$ cat src/rtl/slow_timer_if.sv
// Peripheral bus decode bundle feeding slow_timer: access strobe plus per-device selects.
interface slow_timer_if;
  logic BACT;
  logic IACKCS;
  logic VIACS;
  logic IWMCS;
  logic SCCCS;
  logic SCSICS;
  logic SndCSWR;

  modport master (output BACT, IACKCS, VIACS, IWMCS, SCCCS, SCSICS, SndCSWR);
  modport slave  (input  BACT, IACKCS, VIACS, IWMCS, SCCCS, SCSICS, SndCSWR);
endinterface

$ cat src/rtl/slow_timer.sv
// Slow-mode request generator: accesses to enabled slow devices hold SlowReq for the access
// plus a retriggerable hold-off window. Optional macro SLOW_PRESCALE_EN selects an internal tick.
module slow_timer #(
  parameter int unsigned CNT_W    = 8,
  parameter int unsigned PRESCALE = 10
) (
  input  logic               CLK,
  input  logic               POR,
  slow_timer_if.slave        bus,
  input  logic               SlowIACK,
  input  logic               SlowVIA,
  input  logic               SlowIWM,
  input  logic               SlowSCC,
  input  logic               SlowSCSI,
  input  logic               SlowSnd,
  input  logic               SlowClockGate,
  input  logic [3:0]         SlowTimeout,
  input  logic               TimerTick,
  output logic               SlowReq,
  output logic               ClockGate,
  output logic [CNT_W-1:0]   HoldCnt
);

  localparam int unsigned LOW_W = CNT_W - 4;

  typedef enum logic [1:0] {
    ST_IDLE = 2'd0,
    ST_ACC  = 2'd1,
    ST_HOLD = 2'd2
  } state_t;

  state_t           r_state, w_state_nxt;
  logic [CNT_W-1:0] r_cnt, w_cnt_nxt;
  logic             r_req, w_req_nxt;
  logic             r_gate, w_gate_nxt;
  logic             r_bact;

  logic             w_tick;
  logic             w_start;
  logic             w_sel;
  logic             w_hit;
  logic [CNT_W-1:0] w_load;
  logic [CNT_W-1:0] w_dec;

`ifdef SLOW_PRESCALE_EN
  // Free-running divider; the tick fires on the cycle it wraps.
  logic [PRESCALE-1:0] r_prescale;
  logic                w_unused;

  always_ff @(posedge CLK) begin
    if (POR) r_prescale <= '0;
    else     r_prescale <= r_prescale + PRESCALE'(1);
  end

  assign w_tick   = (r_prescale == {PRESCALE{1'b1}});
  assign w_unused = TimerTick;
`else
  localparam int unsigned prescale_unused = PRESCALE;

  assign w_tick = TimerTick;
`endif

  assign w_start = bus.BACT && !r_bact;
  assign w_sel   = (bus.IACKCS  && SlowIACK) || (bus.VIACS  && SlowVIA)  ||
                   (bus.IWMCS   && SlowIWM)  || (bus.SCCCS  && SlowSCC)  ||
                   (bus.SCSICS  && SlowSCSI) || (bus.SndCSWR && SlowSnd);
  assign w_hit   = w_start && w_sel;
  assign w_load  = (SlowTimeout == 4'd0) ? '0 : {SlowTimeout, {LOW_W{1'b1}}};
  assign w_dec   = r_cnt - CNT_W'(1);

  always_ff @(posedge CLK) begin
    if (POR) begin
      r_state <= ST_IDLE;
      r_cnt   <= '0;
      r_req   <= 1'b0;
      r_gate  <= 1'b0;
      r_bact  <= 1'b0;
    end else begin
      r_state <= w_state_nxt;
      r_cnt   <= w_cnt_nxt;
      r_req   <= w_req_nxt;
      r_gate  <= w_gate_nxt;
      r_bact  <= bus.BACT;
    end
  end

  // Window control; a Hit always reloads and takes priority over a tick.
  always_comb begin
    w_state_nxt = r_state;
    w_cnt_nxt   = r_cnt;
    w_req_nxt   = r_req;
    w_gate_nxt  = r_gate;
    unique case (r_state)
      ST_IDLE: begin
        if (w_hit) begin
          w_state_nxt = ST_ACC;
          w_cnt_nxt   = w_load;
          w_req_nxt   = 1'b1;
          w_gate_nxt  = SlowClockGate;
        end
      end
      ST_ACC: begin
        if (!bus.BACT) begin
          if (r_cnt != '0) begin
            w_state_nxt = ST_HOLD;
          end else begin
            w_state_nxt = ST_IDLE;
            w_req_nxt   = 1'b0;
            w_gate_nxt  = 1'b0;
          end
        end
      end
      ST_HOLD: begin
        if (w_hit) begin
          w_state_nxt = ST_ACC;
          w_cnt_nxt   = w_load;
          w_req_nxt   = 1'b1;
          w_gate_nxt  = SlowClockGate;
        end else if (w_tick && (r_cnt != '0)) begin
          w_cnt_nxt = w_dec;
          if (w_dec == '0) begin
            w_state_nxt = ST_IDLE;
            w_req_nxt   = 1'b0;
            w_gate_nxt  = 1'b0;
          end
        end
      end
      default: begin
        w_state_nxt = ST_IDLE;
        w_cnt_nxt   = '0;
        w_req_nxt   = 1'b0;
        w_gate_nxt  = 1'b0;
      end
    endcase
  end

  assign SlowReq   = r_req;
  assign ClockGate = r_gate;
  assign HoldCnt   = r_cnt;

endmodule

$ cat src/flat_wrapper.sv
// flat-port wrapper written by rule: the top's interface ports become plain ports
module slow_timer_flat 
#(
  parameter int unsigned CNT_W    = 8,
  parameter int unsigned PRESCALE = 10
)
  (CLK, POR, SlowIACK, SlowVIA, SlowIWM, SlowSCC, SlowSCSI, SlowSnd, SlowClockGate, SlowTimeout, TimerTick, SlowReq, ClockGate, HoldCnt, bus_BACT, bus_IACKCS, bus_VIACS, bus_IWMCS, bus_SCCCS, bus_SCSICS, bus_SndCSWR);
  slow_timer_if bus_i ();
  input  logic CLK;
  input  logic POR;
  input  logic SlowIACK;
  input  logic SlowVIA;
  input  logic SlowIWM;
  input  logic SlowSCC;
  input  logic SlowSCSI;
  input  logic SlowSnd;
  input  logic SlowClockGate;
  input  logic [3:0] SlowTimeout;
  input  logic TimerTick;
  output logic SlowReq;
  output logic ClockGate;
  output logic [CNT_W-1:0] HoldCnt;
  input wire logic [$bits(bus_i.BACT)-1:0] bus_BACT;
  input wire logic [$bits(bus_i.IACKCS)-1:0] bus_IACKCS;
  input wire logic [$bits(bus_i.VIACS)-1:0] bus_VIACS;
  input wire logic [$bits(bus_i.IWMCS)-1:0] bus_IWMCS;
  input wire logic [$bits(bus_i.SCCCS)-1:0] bus_SCCCS;
  input wire logic [$bits(bus_i.SCSICS)-1:0] bus_SCSICS;
  input wire logic [$bits(bus_i.SndCSWR)-1:0] bus_SndCSWR;
  assign bus_i.BACT = bus_BACT;
  assign bus_i.IACKCS = bus_IACKCS;
  assign bus_i.VIACS = bus_VIACS;
  assign bus_i.IWMCS = bus_IWMCS;
  assign bus_i.SCCCS = bus_SCCCS;
  assign bus_i.SCSICS = bus_SCSICS;
  assign bus_i.SndCSWR = bus_SndCSWR;
  slow_timer #(.CNT_W(CNT_W), .PRESCALE(PRESCALE)) u_core (.CLK(CLK), .POR(POR), .bus(bus_i), .SlowIACK(SlowIACK), .SlowVIA(SlowVIA), .SlowIWM(SlowIWM), .SlowSCC(SlowSCC), .SlowSCSI(SlowSCSI), .SlowSnd(SlowSnd), .SlowClockGate(SlowClockGate), .SlowTimeout(SlowTimeout), .TimerTick(TimerTick), .SlowReq(SlowReq), .ClockGate(ClockGate), .HoldCnt(HoldCnt));
endmodule
$ cat config.mk
export PLATFORM = sky130hd
export DESIGN_NAME = slow_timer_flat
export DESIGN_NICKNAME = d
export VERILOG_FILES = /design/src/rtl/slow_timer_if.sv /design/src/rtl/slow_timer.sv /design/src/flat_wrapper.sv
export SDC_FILE = /design/constraint.sdc
export NUM_CORES = 1
export LEC_CHECK = 0
export BUFFER_PORTS_ARGS = -buffer_cell sky130_fd_sc_hd__buf_2
export CORE_UTILIZATION = 25
export CTS_CLUSTER_SIZE = 24
export DETAILED_ROUTE_END_ITERATION = 7
export MAX_ROUTING_LAYER = met4
export PLACE_DENSITY = 0.58
export SYNTH_ARGS = -nofsm -noshare
export SYNTH_HDL_FRONTEND = slang
export SYNTH_SLANG_ARGS = --single-unit
$ cat constraint.sdc
create_clock -name CLK -period 2.74 [get_ports CLK]
set_input_delay 0.822 -clock CLK [delete_from_list [all_inputs] [get_ports CLK]]
set_output_delay 0.822 -clock CLK [all_outputs]
set_load 0.05 [all_outputs]
==> metrics <==
Hold Crit Depth 2; root buf cell clkbuf_4; pin count of the biggest net entering global routing 13; final hold vios 0; Max Freq 494 MHz; slowest CP cell or4b_4; antenna violations before repair 0; P per Cell Area 552 nW/um^2; delay-heaviest family, CP simple AND/OR/NAND/NOR gates; Vias/cell 5.16; CP Buf/Inv Count 1; # hold bufs at CTS 0; cell area after synthesis 908 sq um; syn avg cell area 9.08 sq um; DR DRC count 0; Post-Route WL 2.21 mm; clock slew at reported path FFs 0.08 ns; post-synth top area share 0.287; Worst Path Arrival 2.20 ns; Layout area overhead 23.7%; vias in the first global route 841; Setup violations, final 0; sequential area share after synthesis 0.287; WHS Endpoint u_core.ClockGate$_SDFFE_PP0P_; cells after synthesis 100; CTS tree built; CP Max Fanout 10; Filler cells 388; gr ovfl total 0; setup_tns 0 ns; PostCTS Resize Cnt 0; Syn Nets 124; core area 3420 sq um; post-synth top area cell dfxtp_1; top cells by area, synth dfxtp_1, o32ai_2, xnor2_1; WL/cell 12.5 um; GRT Overall Usage 0.124; Setup crit end kind flip-flop; first-pass GRT wire length 3.80 mm; Top-Level Pins 31; GP Congestion 0.798; fin crit period 2.02 ns; CP cell instances inv_1, ha_1, or4b_4, o211ai_4, o21bai_2, nand2b_4, o221a_1; diode count 0; share of layout cells above drive strength 1 0.321; Routed Antenna Nets 0; number of synthesized flops with an enable pin 0; HPWL Detailed 1.73 mm; unrepaired setup endpoints after global routing no; Startpoint Class flip-flop; worst-margin pin slew 0.511 ns; 1st-iter DRT viols 25; flip-flop and latch area 260 sq um; commonest non-fill, non-tap cell in the layout buf_2; commonest non-fill, non-tap cells in the layout buf_2, dfxtp_1, a21oi_1; leak pwr 0.472 nW; Period Utilization, post-route 0.739; CTS Buf Count 3; Worst-Skew Late Latency 0.28 ns; DIE AREA 3880 sq um; Max Transition Viols Final 0; CTS Sinks 13; status finished clean; Synth async-reset ratio 0; multi-input logic area 603 sq um; relative slew slack 0.658; Port Buffer Count 30; FF-to-FF setup slack 0.72 ns; Netlist cell types 38; Max H-tree Level 1; Vias 914; post-CTS setup buffer count 0; overall power 620 uW; Die Span Y 62.3 um; Crit path required time 2.92 ns; worst min path class reg2reg; Yosys warnings 0; Worst path max stage delay 0.50 ns; row count 21; overall die width 62.3 um; clock tree buffer depth 2; Starting Density 0.266; worst flop-to-flop path startpoint u_core.HoldCnt[0]$_SDFFE_PP0P_; RR Endpoint u_core.HoldCnt[3]$_SDFFE_PP0P_; worst r2r path cells 7; Setup CP Type reg2reg; Max-Cap Viols 0; ys flop type dfxtp_1; Max IR drop VDD 0.239 mV; post-synthesis register bit count 13; hold path startpoint u_core.ClockGate$_SDFFE_PP0P_; Nets 156; DRT Pass-1 Iters 4; Setup Skew 0.00124 ns
==> through the flow <==
step / cell area (sq um) / hold WS, ns / worst slack, ns / util / cells
global placement: 1100 / 0.470 / 0.466 / 0.321 / 173
floorplan: 908 / 0.605 / 0.655 / - / 100
finish: 1120 / 0.486 / 0.716 / 0.329 / 177
CTS: 1120 / 0.495 / 0.712 / 0.329 / 177
detailed placement: 1100 / 0.478 / 0.454 / 0.321 / 173
global route: 1120 / 0.544 / 0.588 / 0.329 / 177
==> cells by family (layout without fill, tap and decap cells) <==
kind of cell	count (synthesis)	count (layout)	share of synthesized area
buffers and inverters	10	41	0.0496
adders and majority gates	3	3	0.0413
and+or+nand+nor	34	34	0.227
DFF	13	13	0.287
xor gates and xnor gates	5	5	0.0482
AOI/OAI and AO/OA	32	32	0.314
muxes	3	3	0.0331
==> Yosys cell counts, types with 2 or more instances <==
master	instances
a21oi_1	8
a22oi_1	3
a31oi_1	3
clkbuf_1	2
dfxtp_1	13
ha_1	3
inv_1	7
mux2i_1	3
nand2_1	4
nand2b_1	3
nand3_1	2
nand3b_1	2
nor2_1	5
nor2b_1	3
nor3_1	4
nor4_1	2
o21ai_0	2
o221a_1	3
o32ai_2	4
or3_1	2
xnor2_1	5
==> report_power, final <==
part	internal, mW	switching (mW)	leakage (nW)
registers	0.208	0.0335	0.107
logic	0.101	0.153	0.350
clock network	0.0565	0.0681	0.0150
==> registers in the layout, indices dropped and copies added (netlist names) <==
| name | flops |
|---|---|
| u_core.ClockGate | 1 |
| u_core.HoldCnt | 8 |
| u_core.r_bact | 1 |
| u_core.SlowReq | 1 |
| u_core.r_state | 2 |
==> layer usage <==
metal  routed length [um]  track usage  vias to the layer above  part of all wire
met3                  137       0.0257                        5             0.062
met5                    0            -                        -                 0
met4                   29       0.0436                        0             0.013
li1                     -            -                      442                 -
met2                 1050        0.196                       37              0.47
met1                  996        0.155                      430              0.45
==> area by class of cell <==
cell class	count	share of cell area
clock buffers	4	0.0234
multi-input cells	77	0.537
flip-flops and latches	13	0.232
inverters	7	0.0234
repair buffers	30	0.134
well taps	46	0.0512
==> worst reg2reg max path, stage by stage (launching register included) <==
cell and delay [ns]:
dfxtp_1 0.41, inv_1 0.13, ha_1 0.14, or4b_4 0.50, o211ai_4 0.22, o21bai_2 0.08, nand2b_4 0.20, o221a_1 0.25
==> worst max path at each step <==
stage	to	slack, ns	start	cells after the start
floorplan	u_core.HoldCnt[3]$_SDFFE_PP0P_	0.66	u_core.HoldCnt[0]$_SDFFE_PP0P_	7
global route	u_core.HoldCnt[2]$_SDFFE_PP0P_	0.59	u_core.HoldCnt[0]$_SDFFE_PP0P_	7
finish	u_core.HoldCnt[3]$_SDFFE_PP0P_	0.72	u_core.HoldCnt[0]$_SDFFE_PP0P_	7
CTS	u_core.HoldCnt[3]$_SDFFE_PP0P_	0.71	u_core.HoldCnt[0]$_SDFFE_PP0P_	7
detailed placement	u_core.HoldCnt[6]$_SDFFE_PP0P_	0.45	bus_BACT	6
global placement	u_core.HoldCnt[4]$_SDFFE_PP0P_	0.47	bus_BACT	6
Power figures use the tool's default switching activity.
